`config.mk`:
```
export PLATFORM = sky130hd
export DESIGN_NAME = pkt_sched
export DESIGN_NICKNAME = d
export VERILOG_FILES = /design/src/rtl/pkt_sched_pkg.sv /design/src/rtl/pkt_desc_fifo.sv /design/src/rtl/pkt_sched.sv
export SDC_FILE = /design/constraint.sdc
export NUM_CORES = 2
export LEC_CHECK = 0
export CAP_MARGIN = 5
export CORE_ASPECT_RATIO = 0.75
export CORE_MARGIN = 3
export CORE_UTILIZATION = 58
export CTS_CLUSTER_DIAMETER = 200
export DETAILED_ROUTE_END_ITERATION = 12
export PLACE_DENSITY = 0.82
export SYNTH_ARGS = -nofsm -noshare
export SYNTH_HDL_FRONTEND = slang
export SYNTH_HIERARCHICAL = 1
export SYNTH_SLANG_ARGS = --single-unit
```
`constraint.sdc`:
```
create_clock -name clk -period 21.1 [get_ports clk]
set_input_delay 4.22 -clock clk [delete_from_list [all_inputs] [get_ports clk]]
set_output_delay 4.22 -clock clk [all_outputs]
set_load 0.02 [all_outputs]
```
`src/rtl/pkt_sched_pkg.sv`:
```
// Shared types and constants for the capture-path packet write scheduler.
package pkt_sched_pkg;

    typedef enum logic [2:0] {
        S_IDLE,
        S_CHECK,
        S_START,
        S_WAIT,
        S_COMMIT
    } state_e;

    typedef struct packed {
        logic [31:0] begin_ptr;
        logic [31:0] end_ptr;
    } desc_t;

    localparam logic [31:0] MAX_LEN    = 32'h0000_FFFC;
    localparam logic [31:0] RING_GAP   = 32'd4;
    localparam logic [15:0] CTRL_START = 16'h0001;

endpackage

```
`src/rtl/pkt_desc_fifo.sv`:
```
// Synchronous descriptor FIFO; head entry is visible combinationally on rdata_o.
module pkt_desc_fifo
    import pkt_sched_pkg::*;
#(
    parameter int DEPTH = 8
) (
    input  logic  clk,
    input  logic  reset,
    input  logic  push_i,
    input  desc_t wdata_i,
    input  logic  pop_i,
    output desc_t rdata_o,
    output logic  full_o,
    output logic  empty_o
);
    localparam int AW = $clog2(DEPTH);
    localparam logic [AW:0] PTR_ONE = 1;

    desc_t         mem_q [DEPTH];
    logic [AW:0]   wptr_q;
    logic [AW:0]   rptr_q;

    // Extra pointer bit distinguishes full from empty when the indices match.
    assign empty_o = (wptr_q == rptr_q);
    assign full_o  = (wptr_q[AW] != rptr_q[AW]) && (wptr_q[AW-1:0] == rptr_q[AW-1:0]);
    assign rdata_o = mem_q[rptr_q[AW-1:0]];

    always_ff @(posedge clk) begin
        if (!reset) begin
            wptr_q <= '0;
            rptr_q <= '0;
        end else begin
            if (push_i && !full_o) begin
                wptr_q <= wptr_q + PTR_ONE;
            end
            if (pop_i && !empty_o) begin
                rptr_q <= rptr_q + PTR_ONE;
            end
        end
    end

    always_ff @(posedge clk) begin
        if (push_i && !full_o) begin
            mem_q[wptr_q[AW-1:0]] <= wdata_i;
        end
    end

endmodule

```
`src/rtl/pkt_sched.sv`:
```
// Packet write scheduler: queues descriptors, places them in the host ring and sequences wr_ctrl.
// Defining PKT_SCHED_BACKPRESSURE_EN makes CHECK stall on a full ring instead of dropping.
module pkt_sched
    import pkt_sched_pkg::*;
#(
    parameter int DESC_DEPTH = 8
) (
    input  logic        clk,
    input  logic        reset,
    input  logic        enable,
    input  logic [31:0] ring_base,
    input  logic [31:0] ring_size,
    input  logic [31:0] rd_ptr,
    input  logic        desc_valid,
    output logic        desc_ready,
    input  logic [31:0] desc_begin,
    input  logic [31:0] desc_end,
    output logic        wr_ctrl,
    output logic [31:0] control,
    output logic [31:0] pkt_begin,
    output logic [31:0] pkt_end,
    output logic [31:0] write_address,
    input  logic        wr_ctrl_rdy,
    output logic [31:0] wr_ptr,
    output logic [31:0] wrap_mark,
    output logic [15:0] pkt_count,
    output logic [15:0] drop_count,
    output logic        busy,
    output logic        irq
);
    state_e      state_q;
    desc_t       desc_q, fifo_head;
    logic        fifo_full, fifo_empty, pop;
    logic        wr_ctrl_q, irq_q, enable_q, wrapped_q;
    logic [15:0] seq_q, pkt_count_q, drop_count_q;
    logic [31:0] wr_ptr_q, wrap_mark_q, place_q, len_q;
    logic [31:0] control_q, pkt_begin_q, pkt_end_q, write_address_q;
    logic [31:0] len_c, free_c, wr_ptr_d;
    logic [32:0] sum_c;
    logic        bad_c, nowrap_c, fit_c;

    assign pop = (state_q == S_IDLE) && enable && !fifo_empty;

    pkt_desc_fifo #(.DEPTH(DESC_DEPTH)) u_fifo (
        .clk     (clk),
        .reset   (reset),
        .push_i  (desc_valid),
        .wdata_i ('{begin_ptr: desc_begin, end_ptr: desc_end}),
        .pop_i   (pop),
        .rdata_o (fifo_head),
        .full_o  (fifo_full),
        .empty_o (fifo_empty)
    );

    // Length rounding and ring placement; only meaningful while in CHECK.
    always_comb begin
        len_c    = (desc_q.end_ptr - desc_q.begin_ptr + 32'd3) & ~32'd3;
        bad_c    = (len_c == 32'd0) || (len_c > ring_size - RING_GAP) || (len_c > MAX_LEN);
        sum_c    = {1'b0, wr_ptr_q} + {1'b0, len_c};
        nowrap_c = (sum_c <= {1'b0, ring_size});
        free_c   = (rd_ptr > wr_ptr_q) ? (rd_ptr - wr_ptr_q - RING_GAP)
                                       : (ring_size - wr_ptr_q + rd_ptr - RING_GAP);
        fit_c    = nowrap_c ? (len_c <= free_c)
                            : ((rd_ptr <= wr_ptr_q) && (({1'b0, len_c} + {1'b0, RING_GAP}) <= {1'b0, rd_ptr}));
        wr_ptr_d = place_q + len_q;
    end

    always_ff @(posedge clk) begin
        if (!reset) begin
            state_q         <= S_IDLE;
            desc_q          <= '0;
            wr_ctrl_q       <= 1'b0;
            irq_q           <= 1'b0;
            enable_q        <= 1'b0;
            wrapped_q       <= 1'b0;
            seq_q           <= '0;
            pkt_count_q     <= '0;
            drop_count_q    <= '0;
            wr_ptr_q        <= '0;
            wrap_mark_q     <= '0;
            place_q         <= '0;
            len_q           <= '0;
            control_q       <= '0;
            pkt_begin_q     <= '0;
            pkt_end_q       <= '0;
            write_address_q <= '0;
        end else begin
            wr_ctrl_q <= 1'b0;
            irq_q     <= 1'b0;
            enable_q  <= enable;
            case (state_q)
                S_IDLE: begin
                    if (pop) begin
                        desc_q  <= fifo_head;
                        state_q <= S_CHECK;
                    end
                end
                S_CHECK: begin
                    if (bad_c) begin
                        if (drop_count_q != 16'hFFFF) drop_count_q <= drop_count_q + 16'd1;
                        state_q <= S_IDLE;
                    end else if (fit_c) begin
                        place_q         <= nowrap_c ? wr_ptr_q : 32'd0;
                        wrapped_q       <= !nowrap_c;
                        len_q           <= len_c;
                        pkt_begin_q     <= desc_q.begin_ptr;
                        pkt_end_q       <= desc_q.end_ptr;
                        write_address_q <= ring_base + (nowrap_c ? wr_ptr_q : 32'd0);
                        control_q       <= {seq_q, CTRL_START};
                        wr_ctrl_q       <= 1'b1;
                        state_q         <= S_START;
                    end else begin
`ifdef PKT_SCHED_BACKPRESSURE_EN
                        state_q <= S_CHECK;
`else
                        if (drop_count_q != 16'hFFFF) drop_count_q <= drop_count_q + 16'd1;
                        state_q <= S_IDLE;
`endif
                    end
                end
                S_START: state_q <= S_WAIT;
                S_WAIT: begin
                    if (wr_ctrl_rdy) begin
                        if (wrapped_q) wrap_mark_q <= wr_ptr_q;
                        wr_ptr_q    <= (wr_ptr_d == ring_size) ? 32'd0 : wr_ptr_d;
                        pkt_count_q <= pkt_count_q + 16'd1;
                        seq_q       <= seq_q + 16'd1;
                        irq_q       <= 1'b1;
                        state_q     <= S_COMMIT;
                    end
                end
                S_COMMIT: state_q <= S_IDLE;
                default:  state_q <= S_IDLE;
            endcase
            // A fresh enable restarts the ring from offset zero.
            if (enable && !enable_q) begin
                wr_ptr_q    <= '0;
                wrap_mark_q <= '0;
            end
        end
    end

    assign desc_ready    = !fifo_full;
    assign wr_ctrl       = wr_ctrl_q;
    assign control       = control_q;
    assign pkt_begin     = pkt_begin_q;
    assign pkt_end       = pkt_end_q;
    assign write_address = write_address_q;
    assign wr_ptr        = wr_ptr_q;
    assign wrap_mark     = wrap_mark_q;
    assign pkt_count     = pkt_count_q;
    assign drop_count    = drop_count_q;
    assign busy          = (state_q != S_IDLE);
    assign irq           = irq_q;

endmodule
```
## Word-level counts from Yosys, hierarchy flattened

Memories as Yosys holds them, arrays and structs flattened. A register that Yosys moved wholly into a read port is not among the register bits.
Index checks and enable logic that the tools add are counted.
W data, S select, Z words.

- Flip-flop bits (word level): 302
- Memory bits (writable): 512
- Input bits: 165
- Output and inout port bits: 228
- Logic and storage cells: 99
- Memories kept: 1

- Add/subtract/negate cells: 17
- Magnitude comparators: 7
- Equal/unequal tests: 11
- Mux-type cells: 16
- Bitwise operators: 3
- Reduce and logical (&&, ||, !) cells: 26

Memories:

| name | depth | width | rd ports | clocked after Yosys merged registers in | write ports | RTL line | RTL |
|---|---|---|---|---|---|---|---|
| u_fifo.mem_q | 8 | 64 | 1 | 1 | 1 | pkt_desc_fifo.sv:19 | `desc_t mem_q [DEPTH];` |

Operators with widths:

| operator | count |
|---|---|
| $add A32 B32 Y32 | 3 |
| $mux W32 | 3 |
| $sub A32 B3 Y32 const B | 3 |
| $sub A32 B32 Y32 | 3 |
| $le A33 B32 Y1 | 2 |
| $gt A32 B32 Y1 | 2 |
| $le A32 B32 Y1 | 2 |
| $add A16 B1 Y16 const B | 3 |
| $mux W16 | 3 |
| $add A32 B3 Y33 const B | 1 |
| $add A32 B32 Y33 | 1 |
| $add A32 B2 Y32 const B | 1 |
| $eq A32 B32 Y1 | 1 |
| $gt A32 B16 Y1 const B | 1 |
| $logic_not A32 Y1 | 1 |
| $ne A16 B16 Y1 const B | 1 |
| $pmux W3 S4 | 1 |
| $reduce_and A2 Y1 | 5 |
| $add A4 B1 Y4 const B | 2 |
| $logic_and A1 B1 Y1 | 7 |
| $eq A3 B2 Y1 const B | 2 |
| $mux W3 | 2 |
| $reduce_and A3 Y1 | 2 |
| $logic_not A1 Y1 | 5 |
| 14 further kinds | 23 |

## Longest topological paths before layout

- Depth after elaboration: 9
- Depth in mapped cells: 47
- Gate-level depth less buffers: 45

## Cells and area by module

The synthesis kept the hierarchy.

Modules (own cells, without submodules):

| module | times used | cells each | area an instance (um^2) | seq. area each (um^2) |
|---|---|---|---|---|
| pkt_sched | 1 | 3967 | 30372.9 | 7166.9 |
| pkt_desc_fifo | 1 | 822 | 19961.6 | 15595.0 |

## Least setup slack after synthesis

OpenSTA, ideal clock, no wires.

- Path kind: input -> register
- Start point: input port desc_valid
- End point: memory u_fifo/mem_q[5][0] (netlist name) (enable)
- Library setup time: 667 ps
- Arrival: 10884 ps
- Data required time: 20433 ps
- Path slack: 9549 ps
- Cell stages on the path: 2
- Path buffers: 0
- Cells stage by stage: nand2_1 nor4b_1

- Longest elaborated chain between the ends: 3

Ends and longest elaborated chain:

| what | RTL line | RTL |
|---|---|---|
| start: declaration | pkt_sched.sv:14 | `input logic desc_valid,` |
| $logic_and A1 B1 Y1 | pkt_desc_fifo.sv:43 | `if (push_i && !full_o) begin` |
| $mux W1 | pkt_desc_fifo.sv:43 |  |
| $mux W1 (implied by the code) | pkt_desc_fifo.sv:44 | `mem_q[wptr_q[AW-1:0]] <= wdata_i;` |
| end: declaration | pkt_desc_fifo.sv:19 |  |

No other way between the ends.

## Worst setup path in the final report

- Start point: input port ring_size[1]
- End point: register pkt_end_q[18], in the netlist pkt_end[18]

- Longest elaborated chain between the ends: 7
- Elaborated cells on any way between the ends: 13
- Classes of those cells: add/sub (4); order compare (3); mux (2); bitwise (1); reduce/logical (3)

Ends and longest elaborated chain:

| what | RTL line | RTL |
|---|---|---|
| start: declaration | pkt_sched.sv:12 | `input logic [31:0] ring_size,` |
| $sub A32 B32 Y32 | pkt_sched.sv:62 | `: (ring_size - wr_ptr_q + rd_ptr - RING_GAP);` |
| $add A32 B32 Y32 | pkt_sched.sv:62 |  |
| $sub A32 B3 Y32 | pkt_sched.sv:62 |  |
| $mux W32 | pkt_sched.sv:61 | `free_c = (rd_ptr > wr_ptr_q) ? (rd_ptr - wr_ptr_q - RING_GAP)` |
| $le A32 B32 Y1 | pkt_sched.sv:63 | `fit_c = nowrap_c ? (len_c <= free_c)` |
| $mux W1 | pkt_sched.sv:63 |  |
| $reduce_and A3 Y1 (no source line) (*) | n/a |  |
| end signal: assignment | pkt_sched.sv:107 | `pkt_end_q <= desc_q.end_ptr;` |
| end: declaration | pkt_sched.sv:37 | `logic [31:0] control_q, pkt_begin_q, pkt_end_q, write_address_q;` |

Mark *: on every way between the ends. The rest lies on a longest branch, timed or not.
A chain may end at the register's enable or synchronous reset.

==> results.yml <==
cts:
  clockBufferDepth: 3
  postCtsSetupRepairBufs: 0
  cts-htree-levels: 3
  cts_inserted_buffers: 83
  cts_resized: 0
  clock_sinks: 881
  path_clk_slew_ns: 0.06
  hold_buffers: 0
  cts_root_buf: "clkbuf_16"
  clk_latency_ns: 0.64
  cts_tree: "done"
routing:
  drc: 0
  final_antenna_net_count: 0
  vias_per_cell: 6.24
  avgRoutedWirePerCell_um: 24.4
  wl_met3_um: 19000
  num_vias: 39500
  dr.pass1.iters: 8
  dr.first_iter.drc_count: 4644
  wl_met2_um: 65100
  finalWirelength_um: 155000
  wl_met1_um: 64600
  top_layer: "met5"
timing:
  fin_crit_ns: 12.37
  min_period_over_period: 0.586
  fmax_mhz: 80.9
  finalHoldViolCount: 0
  worst_pin_slew_ns: 1.24
  rsz0062_at_grt: "false"
  final_max_slew_viol_count: 0
  setup_violations: 0
  fin_tns_setup_ns: 0
  finalClockSkew_ns: 0.0604
  whs_ns: 0.453
  relSlewSlack: 0.172
floorplan:
  rows: 92
  die_area_um2: 90400
  core_area_um2: 85100
  ios: 393
  dieHeight_um: 261
  start_util: 0.592
  dieWidth_um: 346
yosys:
  synth_top_family_by_area: "simple AND/OR/NAND/NOR gates"
  synth_compound_area_frac: 0.121
  synth-xor-area-share: 0.0490
  synth.yosys.seq_area_share: 0.452
  synth_ff_type: "edfxtp_1"
  synth-async-reset-ratio: 0
  netlist_area_um2: 50300
  synth_area_per_cell_um2: 10.5
  synthMuxAreaShare: 0.0780
  yosys.area_share.adder: 0.122
  synthSimpleGateAreaFrac: 0.134
  synthDistinctLibCells: 92
  ys_seq_elements: 881
  synth_edf_count: 512
  yosysWarningCount: 6
  syn_inst: 4789
worst_setup_path:
  crit_required_ns: 21.62
  endpoint_kind: "register"
  path_max_fanout: 86
  path_class: "in2reg"
  cpMaxStageDelayCell: "buf_4"
  crit_start: "ring_size[1]"
  crit_arrival_ns: 12.88
  max_stage_delay_ns: 0.90
  r2r_cells: 41
  regToRegStartpoint: "desc_q[33]$_SDFFE_PN0P_"
  worst_setup_path_start_kind: "input pin"
outcome:
  status: "finished, final reports clean"
finish:
  layout_commonest_cell: "nand2_1"
  instances_no_fill: 6334
  drive_above_1_share: 0.0868
  finalNetCount: 5762
  syn2layout_area_growth_pct: 15.2
  final_cell_mix: "nand2_1, edfxtp_1, a21oi_1, ha_1, clkdlybuf4s50_1"
global_route:
  overflow: 0
  grt_pass1_vias: 37800
  antenna_found_initial: 17
  grt_max_degree: 111
  grt_pass1_wl_um: 231000
  grt_usage: 0.334
power:
  leakagePower_nw: 21.6
  power_density_nw_per_um2: 87.1
  peakVddDrop_mv: 0.0742
min_path:
  hold_class: "reg2reg"
  hp-start: "pkt_end[8]$_SDFFE_PN0P_"
  hold_depth: 2
job:
  maxCapViolations: 0
placed_design:
  gp_congestion: 0.993
  hpwl_um: 112000
  place.port_buffers: 377
  placed_cells: 6170
==> cells in the mapped netlist (all sizes together), types with 102 or more instances <==
library cell  number  area, um2
nor2             199        747
xnor2            172       1510
ha               434       5430
a21oi            468       2350
a21o             102        766
edfxtp           512      15400
o21ai            132        664
dfxtp            369       7390
inv              323       1210
mux4             128       2880
clkbuf           116        435
nand2            663       2490
==> sequential cells by signal, indices dropped and copies added (netlist names), 3 cells and up, named ones only <==
signal	flops
drop_count	16
write_address	32
pkt_end	32
u_fifo/wptr_q	4
pkt_begin	32
place_q	32
len_q	30
pkt_count	16
seq_q	16
u_fifo/rptr_q	4
wrap_mark	32
wr_ptr	32
desc_q	64
state_q	3
control	17
u_fifo/mem_q	512
==> metrics by stage <==
stage | util | worst slack [ns] | power [mW] | instance area [um2]
2_1_floorplan | - | 9.55 | 3.00 | 50400
3_3_place_gp | 0.649 | 8.50 | 3.50 | 55200
3_5_place_dp | 0.649 | 8.32 | 3.52 | 55200
4_1_cts | 0.681 | 8.91 | 5.02 | 58000
5_1_grt | 0.682 | 8.05 | 5.28 | 58000
6_report | 0.682 | 8.73 | 5.05 | 58000
==> path summary, 6_finish.rpt <==
check	slack, ns	to
hold reg to reg	0.45	pkt_end[8]$_SDFFE_PN0P_
hold / removal	0.45	pkt_end[8]$_SDFFE_PN0P_
setup reg to reg	9.37	write_address[31]$_SDFFE_PN0P_
setup / recovery	8.73	pkt_end[18]$_SDFFE_PN0P_
==> layer usage <==
layer  track usage  vias up
met5             0        -
met2         0.482     2147
li1              -    18000
met4         0.126        6
met3        0.0914      305
met1         0.483    19100
==> critical path: cells and delay by family <==
family,cells,cell delay (ns)
and+or+nand+nor,9,1.42
buffers and inverters,6,2.29
adders and majority gates,5,1.50
AOI/OAI and AO/OA,13,3.34
==> where the power goes <==
group | leakage [nW] | internal, mW | switching, mW
Combinational | 12.6 | 0.642 | 1.02
Clock | 1.34 | 0.854 | 0.653
Sequential | 7.63 | 1.85 | 0.0260
Total | 21.6 | 3.35 | 1.70
==> cell families (layout without fill, tap and decap cells) <==
kind of cell    count (synthesis)  count (layout)
simple gates                 1424            1424
compound gates                985             985
flops                         881             881
buf+inv                       528             920
fa+ha+maj                     470             470
xor+xnor                      276             276
mux                           224             224
other cells                     1              26
==> final cells by class <==
| type | count | area (um2) |
|---|---|---|
| fillers | 6160 | 27100 |
| well taps | 1128 | 1410 |
| inverters | 323 | 1220 |
| multi-input cells | 3394 | 25500 |
| flip-flops and latches | 881 | 22800 |
| repair buffers | 444 | 4270 |
| clock inverters | 35 | 415 |
| diodes | 11 | 27.5 |
| clock buffers | 118 | 2330 |
No activity file was read; power rests on OpenSTA's default activity.
